### src/rtl/pwm_code_writer.sv
// PWM code writer: clamps modulator codes, stages them, and feeds the
// cross-clock PWM FIFO with priming, mute and drain handling.
module pwm_code_writer #(
  parameter int DEPTH     = 4,
  parameter int MAX_CODE  = 12,
  parameter int MID_CODE  = 6,
  parameter int PRIME_CNT = 256
) (
  input  logic                     ACLK,
  input  logic                     ARSTN,
  input  logic                     en,
  input  logic                     mute,
  input  logic                     clr_stat,
  input  logic                     s_valid,
  input  logic [3:0]               s_data,
  output logic                     s_ready,
  input  logic                     pwmBUF_WREADY,
  output logic                     pwmBUF_WR,
  output logic [3:0]               pwmBUF_DIN,
  output logic [1:0]               state,
  output logic [$clog2(DEPTH):0]   fill,
  output logic [15:0]              clamp_cnt
);

  localparam int AW = $clog2(DEPTH);

  localparam logic [3:0]  MAXC  = 4'(MAX_CODE);
  localparam logic [3:0]  MIDC  = 4'(MID_CODE);
  localparam logic [15:0] PLAST = 16'(PRIME_CNT - 1);
  localparam logic [AW:0] FULL  = (AW+1)'(DEPTH);
  localparam logic [AW:0] F1    = (AW+1)'(1);
  localparam logic [AW-1:0] P1  = (AW)'(1);

  typedef enum logic [1:0] {
    IDLE  = 2'd0,
    PRIME = 2'd1,
    RUN   = 2'd2,
    DRAIN = 2'd3
  } st_e;

  st_e           state_q;
  logic [AW-1:0] wptr_q;
  logic [AW-1:0] rptr_q;
  logic [AW:0]   fill_q;
  logic [3:0]    mem_q [DEPTH];
  logic [15:0]   pcnt_q;
  logic [15:0]   cc_q;
  logic          wr_q;
  logic [3:0]    din_q;

  logic          ready_d;
  logic          push_d;
  logic          pop_d;
  logic          prime_d;
  logic          clamp_d;
  logic [3:0]    code_d;

  // Handshake and issue decisions from registered state
  always_comb begin
    ready_d = (state_q == RUN) && (fill_q < FULL);
    push_d  = s_valid && ready_d;
    pop_d   = ((state_q == RUN) || (state_q == DRAIN))
              && (fill_q != '0) && pwmBUF_WREADY;
    prime_d = (state_q == PRIME) && en && pwmBUF_WREADY;
    clamp_d = push_d && (s_data > MAXC);
    code_d  = (s_data > MAXC) ? MAXC : s_data;
  end

  // Staging storage; pointers alone define validity
  always_ff @(posedge ACLK) begin
    if (push_d) mem_q[wptr_q] <= code_d;
  end

  // Control FSM, pointers, statistics and registered write port
  always_ff @(posedge ACLK or negedge ARSTN) begin
    if (!ARSTN) begin
      state_q <= IDLE;
      wptr_q  <= '0;
      rptr_q  <= '0;
      fill_q  <= '0;
      pcnt_q  <= '0;
      cc_q    <= '0;
      wr_q    <= 1'b0;
      din_q   <= '0;
    end else begin
      wr_q <= 1'b0;
      if (prime_d) begin
        wr_q   <= 1'b1;
        din_q  <= MIDC;
        pcnt_q <= pcnt_q + 16'd1;
      end else if (pop_d) begin
        wr_q   <= 1'b1;
        din_q  <= mute ? MIDC : mem_q[rptr_q];
        rptr_q <= rptr_q + P1;
      end

      if (push_d) wptr_q <= wptr_q + P1;

      if (push_d && !pop_d)      fill_q <= fill_q + F1;
      else if (pop_d && !push_d) fill_q <= fill_q - F1;

      if (clr_stat)
        cc_q <= '0;
      else if (clamp_d && (cc_q != 16'hFFFF))
        cc_q <= cc_q + 16'd1;

      unique case (state_q)
        IDLE: begin
          if (en) begin
            state_q <= PRIME;
            pcnt_q  <= '0;
          end
        end
        PRIME: begin
          if (!en)
            state_q <= IDLE;
          else if (prime_d && (pcnt_q == PLAST))
            state_q <= RUN;
        end
        RUN: begin
          if (!en) state_q <= DRAIN;
        end
        DRAIN: begin
          if (fill_q == '0) state_q <= IDLE;
        end
        default: state_q <= IDLE;
      endcase
    end
  end

  assign s_ready    = ready_d;
  assign pwmBUF_WR  = wr_q;
  assign pwmBUF_DIN = din_q;
  assign state      = state_q;
  assign fill       = fill_q;
  assign clamp_cnt  = cc_q;

endmodule

### config.mk
export PLATFORM = sky130hd
export DESIGN_NAME = pwm_code_writer
export DESIGN_NICKNAME = d
export VERILOG_FILES = /design/src/rtl/pwm_code_writer.sv
export SDC_FILE = /design/constraint.sdc
export NUM_CORES = 1
export LEC_CHECK = 0
export ABC_AREA = 0
export CAP_MARGIN = 5
export CORE_UTILIZATION = 25
export CTS_CLUSTER_SIZE = 8
export DETAILED_ROUTE_END_ITERATION = 12
export SYNTH_ARGS = -nofsm -noshare
export SYNTH_HDL_FRONTEND = slang
export SYNTH_SLANG_ARGS = --single-unit
### constraint.sdc
create_clock -name ACLK -period 2.8 [get_ports ACLK]
set_input_delay 0.7 -clock ACLK [delete_from_list [all_inputs] [get_ports ACLK]]
set_output_delay 0.7 -clock ACLK [all_outputs]
set_load 0.02 [all_outputs]
=== Yosys cells after proc, flatten, opt, wreduce, memory -nomap -nowiden ===
Memories as Yosys holds them, arrays and structs flattened.
Cells that the tools add are included.

* Flip-flop bits (word level): 46
* Latch bits: 0
* RAM bits: 16
* Bits in read-only memories: 0
* Input port bits: 11
* Output and inout bits: 27
* Logic and storage cells: 70
* Memories: 1

* Add/sub/neg operators: 6
* Multipliers: 0
* Div/mod/pow operators: 0
* Order comparisons: 2
* Eq/ne operators: 9
* Shift-type cells: 0
* Muxes and demuxes: 21
* Bitwise operators: 1
* Reductions and logical operators: 22

{| class="wikitable"
|+ Memories
! name !! words !! bits a word !! rd ports !! clocked after Yosys merged registers in !! wr ports !! RTL line !! RTL
|-
| mem_q || 4 || 4 || 1 || 0 || 1 || 45 || <nowiki>logic [3:0] mem_q [DEPTH];</nowiki>
|}

{| class="wikitable"
|+ Operators with widths
! operator !! number
|-
| two-way mux 16 bit || 5
|-
| adder 16 x 1 -> 16 bit (second input constant) || 2
|-
| == test 16 x 8 -> 1 bit (second input constant) || 1
|-
| two-way mux 4 bit || 4
|-
| inequality test 16 bit (second input constant) || 1
|-
| logical AND 1 bit || 11
|-
| two-way mux 2 bit || 5
|-
| case mux 2 bit (4 select lines) || 1
|-
| two-way mux 3 bit || 2
|-
| nonzero test 2 bit || 3
|-
| adder 2 x 1 -> 2 bit (second input constant) || 2
|-
| == test 2 bit (second input constant) || 2
|-
| greater-than comparator 4 bit (second input constant) || 1
|-
| two-way mux 1 bit || 4
|-
| inequality test 2 bit (second input constant) || 2
|-
| AND reduction 4 bit || 1
|-
| adder 3 x 1 -> 3 bit (second input constant) || 1
|-
| logical NOT 3 bit || 1
|-
| less-than comparator 3 bit (second input constant) || 1
|-
| inequality test 3 x 2 -> 1 bit (second input constant) || 1
|-
| nonzero test 3 bit || 1
|-
| subtractor 3 x 1 -> 3 bit (second input constant) || 1
|-
| == test 2 x 1 -> 1 bit (second input constant) || 1
|-
| logical NOT 1 bit || 2
|-
| other kinds (5) || 5
|}

=== Longest topological paths before layout ===
* Depth in word-level cells: 7
* Depth in mapped cells: 8
* Gate-level depth less buffers: 8

=== Least setup slack after synthesis ===
Ideal clock, no wire load.

* Path type: reg2reg
* From: register fill_q[0], in the netlist fill[0]
* To: register fill_q[2], in the netlist fill[2]
* Arrival time: 2.061 ns
* Slack: 0.659 ns
* Cell stages (with the launch flop): 9
* Period minus slack after synthesis: 2.141 ns
* Cell sequence: dfrtp_1 o311a_1 inv_1 ha_1 inv_1 fa_1 xor2_1 nor2_1 xor2_1

* Word-level cells in the longest chain between the ends: 6
* Elaborated cells between the ends (all ways): 15
* Classes of those cells: add/sub (2); order compare (1); mux (2); reduce/logical (10)

{| class="wikitable"
|+ Ends and longest elaborated chain
! what !! RTL line !! RTL
|-
| start, declared || 44 || <nowiki>logic [AW:0] fill_q;</nowiki>
|-
| start signal, assigned || 99 || <nowiki>if (push_d && !pop_d) fill_q <= fill_q + F1;</nowiki>
|-
| start signal, assigned || 100 || <nowiki>else if (pop_d && !push_d) fill_q <= fill_q - F1;</nowiki>
|-
| less-than comparator 3 bit or nonzero test 3 bit (tied branches) || 60, 63 ||
|-
| logical AND 1 bit, on equally long branches || 60, 63 ||
|-
| logical AND 1 bit, on equally long branches || 61, 63 ||
|-
| logical NOT 1 bit, on equally long branches || 100, 99 ||
|-
| logical AND 1 bit, on equally long branches || 100, 99 ||
|-
| nonzero test 2 bit (no line) or two-way mux 3 bit (tied branches) || - ||
|}

Several ways; a longest one is shown, not always the timed one. The select of a mux whose other input is x is not followed.
A chain may end at the register's enable or synchronous reset.

==> flow_metrics.tcl <==
set metrics [dict create \
    synth_warnings 0 \
    slew-limit-headroom_pct 59.04 \
    skew_ps 7.583 \
    gp_congestion 0.7644 \
    start_util_pct 26.12 \
    synth.distinct_cells 49 \
    rsz0062_at_grt "false" \
    postCtsSetupBuffers 0 \
    worstPathArrival_ps 1670 \
    drive_above_1_share_pct 10.26 \
    grt_use_total_pct 11.22 \
    cts_tree "done" \
    crit_path_max_fanout 10 \
    hold_buffers 0 \
    seqPwrFrac_pct 44.1 \
    drv_slew 0 \
    fin_util_pct 33.21 \
    p_per_area_nw_per_um2 552.7 \
    synthFlopType "dfrtp_1" \
    synth_top_family_by_area "simple AND/OR/NAND/NOR gates" \
    drt_iter0_markers 118 \
    muxShareOfSynthArea_pct 6.642 \
    syn_avg_cell_area_um2 11.36 \
    crit_family "buffers and inverters" \
    comb_power_share_pct 2.9 \
    grt_remaining_overflow 0 \
    netlist_instances 267 \
    outcome "finished, violations left" \
    busiest_layer "met2" \
    hp-class "input port to async pin" \
    final_hold_viol_count 0 \
    syn-cell-area_um2 3033 \
    synth_edf_count 16 \
    cts_root_buf "clkbuf_16" \
    antenna_found_initial 0 \
    pin_count 38 \
    yosys.area.top_type "dfrtp_1" \
    whs_ps 460.9 \
    synth_compound_area_share_pct 10.85 \
    place_hpwl_um 4377 \
    cp_slowest_stage_delay_ps 630 \
    ant_nets 0 \
    grt.met1_usage_pct 14.55 \
    cp.required_ps 2100 \
    port_buffers 37 \
    clk_latency_ps 330 \
    cts_inserted_buffers 9 \
    p_clk_share_pct 53.0 \
    power_leakage_uw 0.001544 \
    grt_max_degree 47 \
    fmax_mhz 421.9 \
    diodes 0 \
    route.detailed.drc 2 \
    fp-row-count 39 \
    worst_pin_slew_ps 614.3 \
    final_common_cell "dfrtp_1" \
    cts_resized 0 \
    viasPerCell 4.881 \
    dieArea_um2 12580 \
    htreeDepth 3 \
    synth_top_area_share_pct 37.95 \
    crit_slowest_cell "clkdlybuf4s50_1" \
    final_cell_mix "dfrtp_1 (46), clkdlybuf4s50_1 (36), nand2_1 (29)" \
    fin_nets 326 \
    wl_per_cell_um 14.16 \
    cts.sinks 62 \
    die_w_um 112.1 \
    ys_ff_latch 62 \
    use_met3_pct 4.050 \
    cp_num_buf_inv 1 \
    gr-usage-met2_pct 16.65 \
    peakVddDrop_mv 0.2537 \
    period_share_pct 84.65 \
    synthArstFlopShare_pct 74.19 \
    synth_adder_area_share_pct 3.548 \
    worst_setup_path_start_kind "flop" \
    drtPass1Iterations 8 \
    finalWorstPathRequiredPeriod_ps 2370 \
    tns_ps 0 \
    cts_buffer_depth 2 \
    endpoint_kind "output port" \
    synth-xor-area-share_pct 2.310 \
    maxCapViolCount 0 \
    crit_path_cell_trace "nor3b_1 -> clkdlybuf4s50_1" \
    synth-simple-area-share_pct 19.80 \
    r2r_slack_ps 650 \
    seq_area_frac_synth_pct 53.80 \
    ys_top_cells_by_area "dfrtp_1 (38%), edfxtp_1 (16%), nand2_1 (3.6%)" \
    n_fill_cell 1160 \
    vias 2221 \
    clk_pin_slew_worst_paths_ps 60 \
    die_h_um 112.1 \
    internal-power_uw 1658 \
    p_switching_uw 474.0 \
    violations "DRC" \
    coreArea_um2 11610 \
    setup_viol 0 \
    grt_pass1_vias 2146 \
    grt_pass1_wl_um 10900 \
    totalWireLength_um 6444 \
    syn_nets 286 \
    switching_share_pct 22.23 \
    area_delta_synth_final_pct 27.19 \
    crit_type "flop to output port" \
]
layout make-up:
type / count / area (um2) / area share, %
Multi-Input combinational cell: 186 / 1309 / 33.93
Clock buffer: 9 / 225.2 / 5.838
Timing Repair Buffer: 43 / 410.4 / 10.64
Inverter: 5 / 18.77 / 0.4865
Tap cell: 143 / 178.9 / 4.638
Clock inverter: 7 / 83.83 / 2.173
Sequential cell: 62 / 1632 / 42.30
power groups by stage:
stage	Combinational (uW)	Clock (uW)	Sequential (uW)
2_1_floorplan	22.7	0	957
3_3_place_gp	63.0	0	956
3_5_place_dp	64.5	0	957
4_1_cts	64.6	1160	939
5_1_grt	71.6	1200	940
6_report	62.6	1130	940
final timing paths:
check                              from         to  depth (start not counted)
min in group ACLK                  flop       flop                          1
worst max register to register  fill[0]    fill[2]                          8
worst min register to register     flop       flop                          1
worst max-delay path               flop    s_ready                          2
worst min-delay path              ARSTN  pwmBUF_WR                          2
max in group asynchronous         ARSTN  async pin                          2
synth_stat cells (2+ instances only):
master,instances
o22ai_1,2
ha_1,7
o211ai_1,2
o31ai_1,13
or4_1,11
nor4_1,3
and4_1,2
nor3_1,3
xor2_1,4
nor3b_1,2
or3_1,4
nand2_1,29
mux2i_1,10
and2_1,5
buf_2,2
inv_1,5
and3_1,8
edfxtp_1,16
dfrtp_1,46
a21oi_1,17
nor2_1,9
a21boi_0,2
clkbuf_1,8
nand2b_1,3
o21ai_0,7
mux4_2,4
nand4_1,10
a22oi_1,2
xnor2_1,4
buf_6,2
nand3_1,7
metal layers:
layer	up-vias	wire length (um)
li1	1093	-
met1	1081	3152
met2	38	2930
met3	9	238
met4	0	123
met5	-	0
per-stage QoR:
step	std cells	power [uW]	area, um2	setup WS, ps
2_1_floorplan	267	980.0	3033	658.6
3_3_place_gp	439	1019	3548	228.9
3_5_place_dp	439	1021	3548	193.6
4_1_cts	455	2169	3857	410.4
5_1_grt	455	2216	3857	282.1
6_report	455	2132	3857	429.9
kinds of logic (layout without fill, tap and decap cells):
group | count (synthesis) | after routing
compound gates | 51 | 51
xor+xnor | 8 | 8
fa+ha+maj | 8 | 8
simple gates | 104 | 104
flops | 62 | 62
mux | 15 | 15
buf+inv | 19 | 64
(Power assumes the default switching activity.)
